$ cat src/rtl/bundle_dispatcher_if.sv
// Bundle fetch handshake plus per-slot functional-unit lines.
// Master: fetch/unit side. Slave: the dispatcher.
interface bundle_dispatcher_if #(
    parameter int NUM_SLOTS = 4
);
    logic                      bundle_valid;
    logic                      bundle_ready;
    logic [32*NUM_SLOTS-1:0]   bundle;
    logic [63:0]               bundle_addr;
    logic [32*NUM_SLOTS-1:0]   fu_instruction;
    logic [63:0]               fu_bundle_addr;
    logic [NUM_SLOTS-1:0]      fu_instruction_ready;
    logic [NUM_SLOTS-1:0]      fu_working;
    logic                      busy;
    logic [31:0]               bundles_retired;
    logic                      timeout;

    modport master (
        output bundle_valid,
        output bundle,
        output bundle_addr,
        output fu_working,
        input  bundle_ready,
        input  fu_instruction,
        input  fu_bundle_addr,
        input  fu_instruction_ready,
        input  busy,
        input  bundles_retired,
        input  timeout
    );

    modport slave (
        input  bundle_valid,
        input  bundle,
        input  bundle_addr,
        input  fu_working,
        output bundle_ready,
        output fu_instruction,
        output fu_bundle_addr,
        output fu_instruction_ready,
        output busy,
        output bundles_retired,
        output timeout
    );
endinterface

$ cat src/rtl/bundle_dispatcher.sv
// VLIW bundle issue controller with retire counter and watchdog.
// Optional NOP slot skipping via DISPATCH_NOP_SKIP_EN.
module bundle_dispatcher #(
    parameter int NUM_SLOTS = 4,
    parameter int TIMEOUT   = 255
) (
    input logic                clk,
    input logic                rst,
    bundle_dispatcher_if.slave bus
);
    typedef enum logic [1:0] {
        IDLE,
        ISSUE,
        ARM,
        DRAIN
    } state_t;

    localparam logic [15:0] WD_LIMIT = 16'(TIMEOUT);

    state_t               state;
    state_t               state_next;
    logic [NUM_SLOTS-1:0] mask;
    logic [NUM_SLOTS-1:0] mask_new;
    logic [NUM_SLOTS-1:0] active;
    logic [15:0]          wd;
    logic [15:0]          wd_inc;
    logic                 accept;
    logic                 all_started;
    logic                 all_done;
    logic                 expired;
    logic                 retire;
    logic                 abort;

`ifdef DISPATCH_NOP_SKIP_EN
    always_comb begin
        mask_new = '0;
        for (int i = 0; i < NUM_SLOTS; i++) begin
            mask_new[i] = bus.bundle[32*i +: 32] != 32'h0;
        end
    end
`else
    assign mask_new = '1;
`endif

    // Unmasked slots are ignored by construction here.
    assign active      = bus.fu_working & mask;
    assign all_started = active == mask;
    assign all_done    = active == '0;
    assign wd_inc      = wd + 16'd1;
    assign expired     = wd_inc == WD_LIMIT;

    assign bus.bundle_ready = (state == IDLE) && !rst;
    assign bus.busy         = state != IDLE;
    assign accept           = bus.bundle_valid && bus.bundle_ready;

    always_comb begin
        state_next = state;
        retire     = 1'b0;
        abort      = 1'b0;
        unique case (state)
            IDLE: begin
                if (accept) begin
                    if (mask_new != '0) begin
                        state_next = ISSUE;
                    end else begin
                        retire = 1'b1;
                    end
                end
            end
            ISSUE: state_next = ARM;
            ARM: begin
                if (all_started) begin
                    state_next = DRAIN;
                end else if (expired) begin
                    state_next = IDLE;
                    abort      = 1'b1;
                end
            end
            DRAIN: begin
                // Unit completion beats a same-edge watchdog hit.
                if (all_done) begin
                    state_next = IDLE;
                    retire     = 1'b1;
                end else if (expired) begin
                    state_next = IDLE;
                    abort      = 1'b1;
                end
            end
            default: state_next = IDLE;
        endcase
    end

    always_ff @(posedge clk) begin
        if (rst) begin
            state                    <= IDLE;
            mask                     <= '0;
            wd                       <= '0;
            bus.fu_instruction       <= '0;
            bus.fu_bundle_addr       <= '0;
            bus.fu_instruction_ready <= '0;
            bus.bundles_retired      <= '0;
            bus.timeout              <= 1'b0;
        end else begin
            state                    <= state_next;
            bus.fu_instruction_ready <= '0;
            if (accept) begin
                bus.fu_instruction       <= bus.bundle;
                bus.fu_bundle_addr       <= bus.bundle_addr;
                mask                     <= mask_new;
                bus.fu_instruction_ready <= mask_new;
            end
            if (state == ISSUE) begin
                wd <= '0;
            end else if (state == ARM || state == DRAIN) begin
                wd <= wd_inc;
            end
            if (retire) begin
                bus.bundles_retired <= bus.bundles_retired + 32'd1;
            end
            if (abort) begin
                bus.timeout <= 1'b1;
            end
        end
    end
endmodule

$ cat src/flat_wrapper.sv
// flat-port wrapper written by rule: the top's interface ports become plain ports
module bundle_dispatcher_flat 
#(
    parameter int NUM_SLOTS = 4,
    parameter int TIMEOUT   = 255
)
  (clk, rst, bus_bundle_valid, bus_bundle, bus_bundle_addr, bus_fu_working, bus_bundle_ready, bus_fu_instruction, bus_fu_bundle_addr, bus_fu_instruction_ready, bus_busy, bus_bundles_retired, bus_timeout);
  bundle_dispatcher_if #(.NUM_SLOTS(NUM_SLOTS)) bus_i ();
  input logic clk;
  input logic rst;
  input wire logic [$bits(bus_i.bundle_valid)-1:0] bus_bundle_valid;
  input wire logic [$bits(bus_i.bundle)-1:0] bus_bundle;
  input wire logic [$bits(bus_i.bundle_addr)-1:0] bus_bundle_addr;
  input wire logic [$bits(bus_i.fu_working)-1:0] bus_fu_working;
  output wire logic [$bits(bus_i.bundle_ready)-1:0] bus_bundle_ready;
  output wire logic [$bits(bus_i.fu_instruction)-1:0] bus_fu_instruction;
  output wire logic [$bits(bus_i.fu_bundle_addr)-1:0] bus_fu_bundle_addr;
  output wire logic [$bits(bus_i.fu_instruction_ready)-1:0] bus_fu_instruction_ready;
  output wire logic [$bits(bus_i.busy)-1:0] bus_busy;
  output wire logic [$bits(bus_i.bundles_retired)-1:0] bus_bundles_retired;
  output wire logic [$bits(bus_i.timeout)-1:0] bus_timeout;
  assign bus_i.bundle_valid = bus_bundle_valid;
  assign bus_i.bundle = bus_bundle;
  assign bus_i.bundle_addr = bus_bundle_addr;
  assign bus_i.fu_working = bus_fu_working;
  assign bus_bundle_ready = bus_i.bundle_ready;
  assign bus_fu_instruction = bus_i.fu_instruction;
  assign bus_fu_bundle_addr = bus_i.fu_bundle_addr;
  assign bus_fu_instruction_ready = bus_i.fu_instruction_ready;
  assign bus_busy = bus_i.busy;
  assign bus_bundles_retired = bus_i.bundles_retired;
  assign bus_timeout = bus_i.timeout;
  bundle_dispatcher #(.NUM_SLOTS(NUM_SLOTS), .TIMEOUT(TIMEOUT)) u_core (.clk(clk), .rst(rst), .bus(bus_i));
endmodule
$ cat config.mk
export PLATFORM = sky130hd
export DESIGN_NAME = bundle_dispatcher_flat
export DESIGN_NICKNAME = d
export VERILOG_FILES = /design/src/rtl/bundle_dispatcher_if.sv /design/src/rtl/bundle_dispatcher.sv /design/src/flat_wrapper.sv
export SDC_FILE = /design/constraint.sdc
export NUM_CORES = 1
export LEC_CHECK = 0
export ABC_AREA = 1
export CAP_MARGIN = 20
export CORE_AREA = 2 2 168 170
export CTS_CLUSTER_DIAMETER = 50
export DETAILED_ROUTE_END_ITERATION = 10
export DIE_AREA = 0 0 170 172
export DONT_BUFFER_PORTS = 1
export PLACE_DENSITY = 0.54
export SYNTH_ARGS = -nofsm -noshare
export SYNTH_HDL_FRONTEND = slang
export SYNTH_SLANG_ARGS = --single-unit
export TNS_END_PERCENT = 5
$ cat constraint.sdc
create_clock -name clk -period 2.37 [get_ports clk]
set_input_delay 0.5925 -clock clk [delete_from_list [all_inputs] [get_ports clk]]
set_output_delay 0.5925 -clock clk [all_outputs]
set_load 0.02 [all_outputs]
# Word-level counts from Yosys, hierarchy flattened
# Cells that the tools add are included.
[classes]
n_bitwise = 1
n_reduce_logical = 8
addsub = 2
n_eq_ne = 6
mux = 12
[ops]
columns = ["op", "n"]
rows = [
  ["$add 32x1->32 const B", 1],
  ["$add 16x1->16 const B", 1],
  ["$eq 16x8->1 const B", 1],
  ["$mux 2", 4],
  ["$pmux 2 s4", 1],
  ["$mux 1", 5],
  ["$and 4x4->4", 1],
  ["$eq 2x2->1 const B", 2],
  ["$eq 4x4->1", 1],
  ["$logic_not 4->1", 1],
  ["$mux 4", 1],
  ["$eq 2x1->1 const B", 1],
  ["$logic_and 1x1->1", 2],
  ["$logic_not 2->1", 1],
  ["$ne 2x1->1 const B", 1],
  ["$pmux 1 s2", 1],
  ["$reduce_bool 2->1", 1],
  ["$reduce_or 2->1", 1],
  ["$logic_not 1->1", 1],
  ["$logic_or 1x1->1", 1],
]
[totals]
in_bits = 199
regBits = 248
output_inout_bits = 231
word_cells = 37

# Logic depth before layout (Yosys ltp)
# Gate-level depths: netlist (run 1).
[logic_depth]
depth_word = 5
mapped_depth = 12
mapped_depth_nobuf = 12

# Worst setup path after synthesis (run 1)
# OpenSTA, ideal clock, no wires.
[synth_path]
kind = "input port to flip-flop"
from = "input port rst"
to = "register u_core.bus.fu_bundle_addr[16]"
n_path_buf = 3
cell_stages = 7
arrival_time_ns = 1.771
slack_ns = 0.485
path_cell_list = "buf_2 -> nor2_1 -> nand2_1 -> buf_2 -> buf_1 -> nand3_1 -> nand2_1"
[synth_between]
elab_chain_cells = 3
[synth_lines]
columns = ["element", "line_no", "text"]
rows = [
  ["from (decl)", "flat_wrapper.sv:10", "input logic rst;"],
  ["$logic_not 1->1", "bundle_dispatcher.sv:52", "assign bus.bundle_ready = (state == IDLE) && !rst;"],
  ["$logic_and 1x1->1", "bundle_dispatcher.sv:52", ""],
  ["named net bus_bundle_ready", "flat_wrapper.sv:15", "output wire logic [$bits(bus_i.bundle_ready)-1:0] bus_bundle_ready;"],
  ["$logic_and 1x1->1", "bundle_dispatcher.sv:54", "assign accept = bus.bundle_valid && bus.bundle_ready;"],
  ["to (signal assigned)", "bundle_dispatcher.sv:108", "bus.fu_bundle_addr <= bus.bundle_addr;"],
  ["to (decl)", "bundle_dispatcher_if.sv:39", "output fu_bundle_addr,"],
]
# The timed path passes the listed nets, and every way through them passes these cells.
# A chain may end at the register's enable or synchronous reset.

# Worst setup path in the final report (run 1)
[layout_path]
from = "register u_core.state[0]"
to = "output port bus_bundle_ready"
[layout_between]
elab_chain_cells = 2
[layout_lines]
columns = ["element", "line_no", "text"]
rows = [
  ["from (decl)", "bundle_dispatcher.sv:20", "state_t state;"],
  ["from (signal assigned)", "bundle_dispatcher.sv:104", "state <= state_next;"],
  ["$logic_not 2->1", "bundle_dispatcher.sv:52", ""],
  ["$logic_and 1x1->1", "bundle_dispatcher.sv:52", ""],
  ["to (decl)", "flat_wrapper.sv:15", ""],
]
# Every way passes these cells.

==> flow_summary_export.csv, run 1 <==
group,metric,value,unit
synth,syn_inst,1354,
power_and_ir_drop,switchingPower,3.09,mW
power_and_ir_drop,swShare,29.5,%
clock_network,cts_buffer_depth,3,
grt,grt_pass1_vias,7743,
synth,ys_warn_count,0,
clock_network,clock_latency,0.56,ns
synth,synth_fp_nets,1556,
synth,synthTopCellsByCount,"530 x nand2_1, 245 x dfxtp_1, 215 x nand3_1, 69 x inv_1, 56 x nor2_1",
critical_path,worstPathRequired,1.78,ns
timing,worst_slack,0.147,ns
drt,first_iter_violations,550,
synth,syn_area,0.00983,mm²
grt,antenna_found_initial,1,
timing,drv_slew,0,
critical_path,start_kind,"flip-flop",
final_layout,fillCellCount,2846,
die,die_h,172,µm
grt,grt_pass1_wl,44.2,mm
timing,min_period_over_period,93.8,%
die,start_util,35.8,%
job,drv_cap,0,
timing,finalCriticalPeriod,2.22,ns
critical_path,cp-startpoint,"u_core.state[0]",
synth,yosysMostFrequentCell,"nand2_1",
hold_path,hp-class,"primary input to flip-flop",
status,status,"completed",
critical_path,crit_type,"flip-flop to output port",
clock_network,clock-sinks,245,
hold_path,min_from,"rst",
grt,overflow,0,
clock_network,cts_hold_buf,0,
critical_path,end_kind,"output port",
synth,yosysUniqueCellTypes,39,
drt,routed_wl,30.0,mm
grt,grtUsageTotal,19.1,%
synth,synth_area_leaders,"dfxtp_1 50%, nand2_1 20%, nand3_1 11%",
drt,drtAntennaViolNets,0,
timing,relSlewSlack,42.0,%
drt,wl_per_cell,17.5,µm
clock_network,root_buffer,"clkbuf_16",
power_and_ir_drop,power_leakage,5.14,nW
clock_network,clk_pin_slew,0.06,ns
synth,yosysTopAreaCellShare,49.9,%
power_and_ir_drop,vdd_ir_drop_max,0.548,mV
synth,async_flop_share,0,%
die,dieArea,0.0292,mm²
drt,vias,8502,
placement,post-place-ws,0.402,ns
placement,place_congestion,0.924,
timing,fin_tns_setup,0,ns
power_and_ir_drop,power_frac_clock,44.0,%
clock_network,numCtsBuffers,31,
critical_path,arrival,1.63,ns
timing,setup_viol,0,
clock_network,cts_tree,"done",
placement,hpwl,21.9,mm
final_layout,drive_gt1_share,8.41,%
synth,synthFlopType,"dfxtp_1",
timing,tightest_slew,0.870,ns
synth,synth_edf_count,0,
die,ios,430,
drt,drcViolationCount,0,
power_and_ir_drop,seqPwrFrac,48.9,%
synth,avgSynthCellArea,7.26,µm²
power_and_ir_drop,p_int,7.40,mW
critical_path,r2r-start,"u_core.bus.bundles_retired[0]",
clock_network,cts_setup_buffers,0,
timing,fmax,0.450,GHz
die,core-area,0.0275,mm²
power_and_ir_drop,p_comb_share,7.0,%
clock_network,cts_resized,0,
final_layout,syn_to_final_growth,14.7,%
synth,yosysTopAreaCell,"dfxtp_1",
synth,ys_ff_latch,245,
timing,finalHoldViolations,0,
grt,grt_max_degree,112,
critical_path,critPathMaxFanout,6,
power_and_ir_drop,fin_total_pwr,10.5,mW
die,die_x,170,µm
clock_network,h-tree-depth,1,
drt,firstDrtPassIters,4,
power_and_ir_drop,powerDensity,932,mW/mm²
drt,viasPerCell,4.96,
synth,yosysSeqAreaShare,49.9,%
timing,finClkSkew,0.0196,ns
final_layout,nets,1544,
timing,rsz0062_at_grt,"no",
die,num_rows,61,
final_layout,fin_util,41.0,%
placement,portBuffers,0,
==> final cells by class <==
class                   count  area, µm²  share of cell area (%)
clock inverters            17        175                    1.55
diodes                      1       2.50                  0.0222
well taps                 346        433                    3.84
repair buffers             33        323                    2.86
flip-flops and latches    245       4900                    43.5
inverters                  73        284                    2.52
multi-input cells         958       4290                    38.1
clock buffers              41        853                    7.57
==> worst paths after layout <==
| kind | end | slack (ns) | cells past startpoint |
|---|---|---|---|
| max reg2reg | u_core.bus.bundles_retired[24] | 0.33 | 8 |
| max | bus_bundle_ready | 0.15 | 4 |
| min reg2reg | u_core.bus.bundles_retired[3] | 0.51 | 1 |
| min | u_core.bus.bundles_retired[22] | 0.1 | 1 |
==> registers in the layout (all words and copies together) (netlist names) <==
| register | count |
|---|---|
| u_core.wd | 16 |
| u_core.mask | 1 |
| u_core.bus.fu_bundle_addr | 64 |
| u_core.bus.fu_instruction | 128 |
| u_core.state | 2 |
| u_core.bus.timeout | 1 |
| u_core.bus.fu_instruction_ready | 1 |
| u_core.bus.bundles_retired | 32 |
==> power by group through the flow <==
stage	sequential [mW]	combinational, mW	clock, mW
floorplan	5.11	0.595	0
global placement	5.24	0.733	0
detailed placement	5.23	0.752	0
CTS	5.15	0.751	4.74
global route	5.17	0.859	4.90
finish	5.14	0.739	4.62
==> cells by family (layout without fill, tap and decap cells) <==
logic type | after synthesis | in the layout | share of synthesized area, %
xor+xnor | 14 | 14 | 1.25
compound gates | 78 | 78 | 4.24
buf+inv | 151 | 164 | 6.49
other cells | 0 | 1 | 0
simple gates | 863 | 863 | 37.7
flops | 245 | 245 | 49.9
fa+ha+maj | 3 | 3 | 0.382
==> per-stage QoR <==
stage	cell area, µm²	cells	hold slack [ns]
global placement	10200	1655	0.488
CTS	11300	1713	0.0726
global route	11300	1714	0.0734
detailed placement	10200	1655	0.490
floorplan	9830	1354	0.487
finish	11300	1714	0.0975
==> worst max-delay path, stage by stage, from the launching register on <==
cell and delay (ns):
dfxtp_1 0.35, nor2_1 0.18, inv_2 0.12, nor2_1 0.22, buf_4 0.20
==> cells in the final DEF, fill, tap and decap left out, types with 4 or more instances in the layout <==
cell type	synthesis	routed
nand3_1	215	215
dfxtp_1	245	245
inv_6	0	7
nand2_1	530	529
buf_12	0	6
nand4_1	17	17
clkbuf_16	0	31
clkbuf_8	0	4
clkbuf_1	31	6
o21ai_0	22	22
buf_4	11	27
a21oi_1	42	42
nand2_2	6	6
nor2_1	56	56
clkinv_2	0	6
xor2_1	10	10
xnor2_1	4	4
inv_1	69	68
nor3_1	16	16
o211ai_1	4	4
nor2_2	7	7
==> metal layers <==
metal,GRT usage (%),vias to the layer above,routed length (µm)
li1,-,4316,-
met1,23.1,3831,12200
met2,31.5,299,14200
met3,6.61,56,2630
met4,6.80,0,914
met5,0,-,0
Note: power is estimated with default switching activity, not from simulation.
==> run 2: changes to the inputs <==
Settings changed: CORE_AREA 2 2 168 170 to unset, CORE_UTILIZATION set to 31, DIE_AREA 0 0 170 172 to unset, PLACE_DENSITY 0.54 to 0.49.
==> flow_summary_export.csv, run 2 (same netlist as run 1, synthesis figures left out) <==
group,metric,value,unit
power_and_ir_drop,powerDensity,961,mW/mm²
clock_network,clock_latency,0.49,ns
timing,setup_viol,0,
grt,overflow,0,
timing,finClkSkew,0.0107,ns
clock_network,clock-sinks,245,
final_layout,multi_input_area,0.00429,mm²
timing,min_period_over_period,96.0,%
die,num_rows,64,
final_layout,fillCellCount,3331,
drt,drcViolationCount,0,
grt,grt_max_degree,194,
die,dieArea,0.0324,mm²
grt,grtUsageTotal,18.0,%
critical_path,end_kind,"output port",
power_and_ir_drop,power_leakage,5.15,nW
placement,dpl_cell_area,0.0102,mm²
grt,grt_pass1_vias,8177,
final_layout,largest_register_ffs,128,
placement,place_congestion,0.853,
drt,firstDrtPassIters,5,
clock_network,cts_resized,0,
placement,place_inst,1700,
drt,vias,8604,
power_and_ir_drop,vdd_ir_drop_max,0.483,mV
placement,portBuffers,0,
timing,finalHoldViolations,0,
final_layout,final_common_cell,"nand2_1",
die,core-area,0.0309,mm²
timing,relSlewSlack,32.4,%
final_layout,final-instance-count-excl-fill,1760,
clock_network,root_buffer,"clkbuf_16",
critical_path,arrival,1.68,ns
clock_network,cts_hold_buf,0,
clock_network,cts_tree,"done",
critical_path,critPathMaxFanout,6,
final_layout,nets,1543,
final_layout,final_area,0.0114,mm²
die,die_h,180,µm
clock_network,h-tree-depth,2,
drt,wl_per_cell,17.3,µm
clock_network,clk_pin_slew,0.05,ns
die,start_util,31.8,%
critical_path,worstPathRequired,1.78,ns
clock_network,cts_setup_buffers,0,
timing,fmax,0.440,GHz
final_layout,largestRegisters,"u_core.bus.fu_instruction (128), u_core.bus.fu_bundle_addr (64), u_core.bus.bundles_retired (32)",
hold_path,hp-class,"primary input to flip-flop",
status,status,"completed",
final_layout,regArea,0.00490,mm²
die,die_x,180,µm
timing,drv_slew,0,
job,drv_cap,0,
final_layout,final_cell_mix,"529 x nand2_1, 245 x dfxtp_1, 215 x nand3_1, 68 x inv_1, 56 x nor2_1",
final_layout,n_antenna_cell,0,
critical_path,crit_type,"flip-flop to output port",
timing,fin_tns_setup,0,ns
drt,drtAntennaViolNets,0,
final_layout,largest_register,"u_core.bus.fu_instruction",
timing,rsz0062_at_grt,"no",
placement,hpwl,22.0,mm
final_layout,drive_gt1_share,8.14,%
final_layout,syn_to_final_growth,15.8,%
grt,grt_pass1_wl,46.7,mm
drt,viasPerCell,4.89,
grt,antenna_found_initial,0,
die,ios,430,
drt,routed_wl,30.5,mm
timing,finalCriticalPeriod,2.27,ns
drt,first_iter_violations,510,
clock_network,cts_buffer_depth,3,
critical_path,start_kind,"flip-flop",
timing,tightest_slew,1.01,ns
clock_network,numCtsBuffers,35,
run 2: cell count changes in the layout (fill, tap and decap cells not counted), sizes merged:
cell      previous run  this run
clkbuf              41        46
clkinvlp             0         3
inv                 79        76
diode                1         0
buf                 33        28
clkinv              10         6
bufinv               1         2
run 2: power breakdown:
| part | internal [mW] | total (mW) | leakage, nW | switching, mW |
|---|---|---|---|---|
| Clock | 3.15 | 5.05 | 0.547 | 1.90 |
| Combinational | 0.238 | 0.745 | 2.60 | 0.507 |
| Sequential | 4.47 | 5.14 | 2.01 | 0.674 |
| Total | 7.86 | 10.9 | 5.15 | 3.08 |
run 2: worst paths after layout:
kind                                 startpoint                             to  slack, ns  cells past startpoint
worst max-delay path            u_core.state[0]               bus_bundle_ready        0.1                      4
worst max register to register  u_core.state[0]  u_core.bus.fu_bundle_addr[56]       0.29                      7
worst min register to register   u_core.mask[0]                 u_core.mask[0]       0.52                      2
worst min-delay path                        rst  u_core.bus.bundles_retired[6]       0.18                      1
run 2: layout make-up:
| class | count | share of cell area [%] |
|---|---|---|
| flip-flops and latches | 245 | 43.1 |
| multi-input cells | 958 | 37.7 |
| clock buffers | 46 | 8.61 |
| well taps | 396 | 4.35 |
| inverters | 73 | 2.50 |
| repair buffers | 28 | 2.40 |
| clock inverters | 14 | 1.34 |
run 2: layer usage:
| layer | vias up | routed length (µm) | GRT usage [%] |
|---|---|---|---|
| li1 | 4310 | - | - |
| met1 | 3923 | 12200 | 20.7 |
| met2 | 305 | 14600 | 30.6 |
| met3 | 66 | 2640 | 6.37 |
| met4 | 0 | 1030 | 6.97 |
| met5 | - | 0 | 0 |
run 2: through the flow:
| stage | worst slack (ns) | util, % | power, mW | hold slack (ns) |
|---|---|---|---|---|
| 4_1_cts | 0.102 | 36.8 | 11.1 | 0.145 |
| 6_report | 0.0952 | 36.8 | 10.9 | 0.180 |
| 3_5_place_dp | 0.434 | 33.2 | 6.00 | 0.520 |
| 3_3_place_gp | 0.443 | 33.2 | 5.98 | 0.508 |
| 2_1_floorplan | 0.485 | - | 5.70 | 0.487 |
| 5_1_grt | 0.0204 | 36.8 | 11.4 | 0.137 |
run 2: worst max-delay path, cell delays in order, from the launching register on:
cell and delay, ns:
dfxtp_1 0.35, nor2_1 0.26, inv_2 0.16, nor2_1 0.23, buf_4 0.20
==> run 3: changes to the inputs <==
Settings changed: CELL_PAD_IN_SITES_DETAIL_PLACEMENT set to 1, CELL_PAD_IN_SITES_GLOBAL_PLACEMENT set to 2, PLACE_DENSITY 0.49 to 0.79.
==> flow_summary_export.csv, run 3 (same netlist as run 1, synthesis figures left out) <==
group,metric,value,unit
die,num_rows,64,
placement,place_congestion,0.823,
clock_network,cts_setup_buffers,0,
grt,grt_max_degree,83,
placement,hpwl,25.1,mm
clock_network,clk_pin_slew,0.06,ns
grt,grt_pass1_vias,8939,
timing,worst_slack,0.184,ns
timing,fmax,0.457,GHz
critical_path,worstPathRequired,1.78,ns
final_layout,fin_util,37.3,%
power_and_ir_drop,p_int,8.02,mW
drt,viasPerCell,4.99,
power_and_ir_drop,vdd_ir_drop_max,0.524,mV
die,core-area,0.0309,mm²
drt,drcViolationCount,0,
timing,finalHoldViolations,0,
placement,post-place-ws,0.378,ns
clock_network,clock_latency,0.50,ns
clock_network,root_buffer,"clkbuf_16",
drt,wl_per_cell,19.1,µm
power_and_ir_drop,power_frac_clock,47.2,%
clock_network,cts_buffer_depth,3,
die,ios,430,
status,status,"completed",
critical_path,arrival,1.59,ns
critical_path,crit_type,"flip-flop to output port",
clock_network,clock-sinks,245,
die,die_h,180,µm
final_layout,final_common_cell,"nand2_1",
timing,finClkSkew,0.0134,ns
die,die_x,180,µm
power_and_ir_drop,p_comb_share,6.7,%
final_layout,final_cell_mix,"529 x nand2_1, 245 x dfxtp_1, 215 x nand3_1, 68 x inv_1, 56 x nor2_1",
power_and_ir_drop,swShare,28.6,%
clock_network,cts_hold_buf,0,
job,drv_cap,0,
clock_network,numCtsBuffers,35,
drt,firstDrtPassIters,4,
power_and_ir_drop,power_leakage,5.22,nW
grt,grt_pass1_wl,51.8,mm
die,start_util,31.8,%
timing,fin_tns_setup,0,ns
drt,vias,8819,
hold_path,hp-class,"primary input to flip-flop",
clock_network,cts_tree,"done",
timing,tightest_slew,0.773,ns
final_layout,n_antenna_cell,0,
grt,antenna_found_initial,0,
placement,portBuffers,0,
power_and_ir_drop,switchingPower,3.20,mW
clock_network,cts_resized,0,
timing,setup_viol,0,
final_layout,largest_register,"u_core.bus.fu_instruction",
final_layout,nets,1551,
die,dieArea,0.0324,mm²
critical_path,start_kind,"flip-flop",
final_layout,drive_gt1_share,8.90,%
power_and_ir_drop,powerDensity,974,mW/mm²
final_layout,largestRegisters,"u_core.bus.fu_instruction (128), u_core.bus.fu_bundle_addr (64), u_core.bus.bundles_retired (32)",
timing,finalCriticalPeriod,2.19,ns
grt,grtUsageTotal,20.2,%
grt,overflow,0,
final_layout,largest_register_ffs,128,
final_layout,syn_to_final_growth,17.2,%
timing,min_period_over_period,92.2,%
drt,first_iter_violations,388,
timing,rsz0062_at_grt,"no",
drt,routed_wl,33.7,mm
critical_path,critPathMaxFanout,6,
drt,drtAntennaViolNets,0,
timing,drv_slew,0,
critical_path,end_kind,"output port",
timing,relSlewSlack,48.4,%
power_and_ir_drop,seqPwrFrac,46.1,%
clock_network,h-tree-depth,2,
run 3: cell types whose count changed in the layout (fill, tap and decap cells not counted), sizes merged:
cell	before	now
clkinvlp	3	5
clkinv	6	3
bufinv	2	3
buf	28	36
clkbuf	46	43
inv	76	78
run 3: routing by layer:
| layer | vias up | part of all wire [%] | track usage [%] |
|---|---|---|---|
| met4 | 0 | 4.0 | 8.44 |
| li1 | 4321 | - | - |
| met5 | - | 0 | 0 |
| met1 | 4141 | 40 | 22.5 |
| met2 | 283 | 49 | 35.0 |
| met3 | 74 | 7.8 | 7.11 |
run 3: worst paths after layout:
kind	slack (ns)	startpoint	depth (start not counted)	end
hold reg to reg	0.51	u_core.bus.bundles_retired[18]	2	u_core.bus.bundles_retired[18]
setup / recovery	0.18	u_core.state[0]	4	bus_bundle_ready
setup reg to reg	0.41	u_core.bus.bundles_retired[9]	7	u_core.bus.bundles_retired[31]
hold / removal	0.16	rst	1	u_core.bus.bundles_retired[31]
run 3: layout make-up:
cell class | instances | area [µm²]
Clock inverter | 16 | 204
Sequential cell | 245 | 4900
Timing Repair Buffer | 36 | 358
Tap cell | 396 | 495
Clock buffer | 43 | 978
Fill cell | 3810 | 19400
Multi-Input combinational cell | 958 | 4290
Inverter | 73 | 284
run 3: worst max-delay path, cell delays in order, from the launching register on:
cell and delay [ns]:
dfxtp_1 0.36, nor2_1 0.18, inv_2 0.13, nor2_1 0.22, buf_4 0.21
run 3: power groups by stage:
stage	combinational (mW)	sequential, mW	clock, mW
6_report	0.757	5.17	5.29
3_3_place_gp	0.744	5.26	0
4_1_cts	0.770	5.18	5.42
3_5_place_dp	0.770	5.27	0
2_1_floorplan	0.595	5.11	0
5_1_grt	0.874	5.20	5.62
run 3: stage by stage:
stage | hold slack (ns) | instance area (µm²) | cells | power, mW
after floorplan | 0.487 | 9830 | 1354 | 5.70
after global placement | 0.484 | 10300 | 1708 | 6.01
after detailed placement | 0.502 | 10300 | 1708 | 6.04
after CTS | 0.134 | 11500 | 1767 | 11.4
after global routing | 0.129 | 11500 | 1767 | 11.7
final | 0.161 | 11500 | 1767 | 11.2
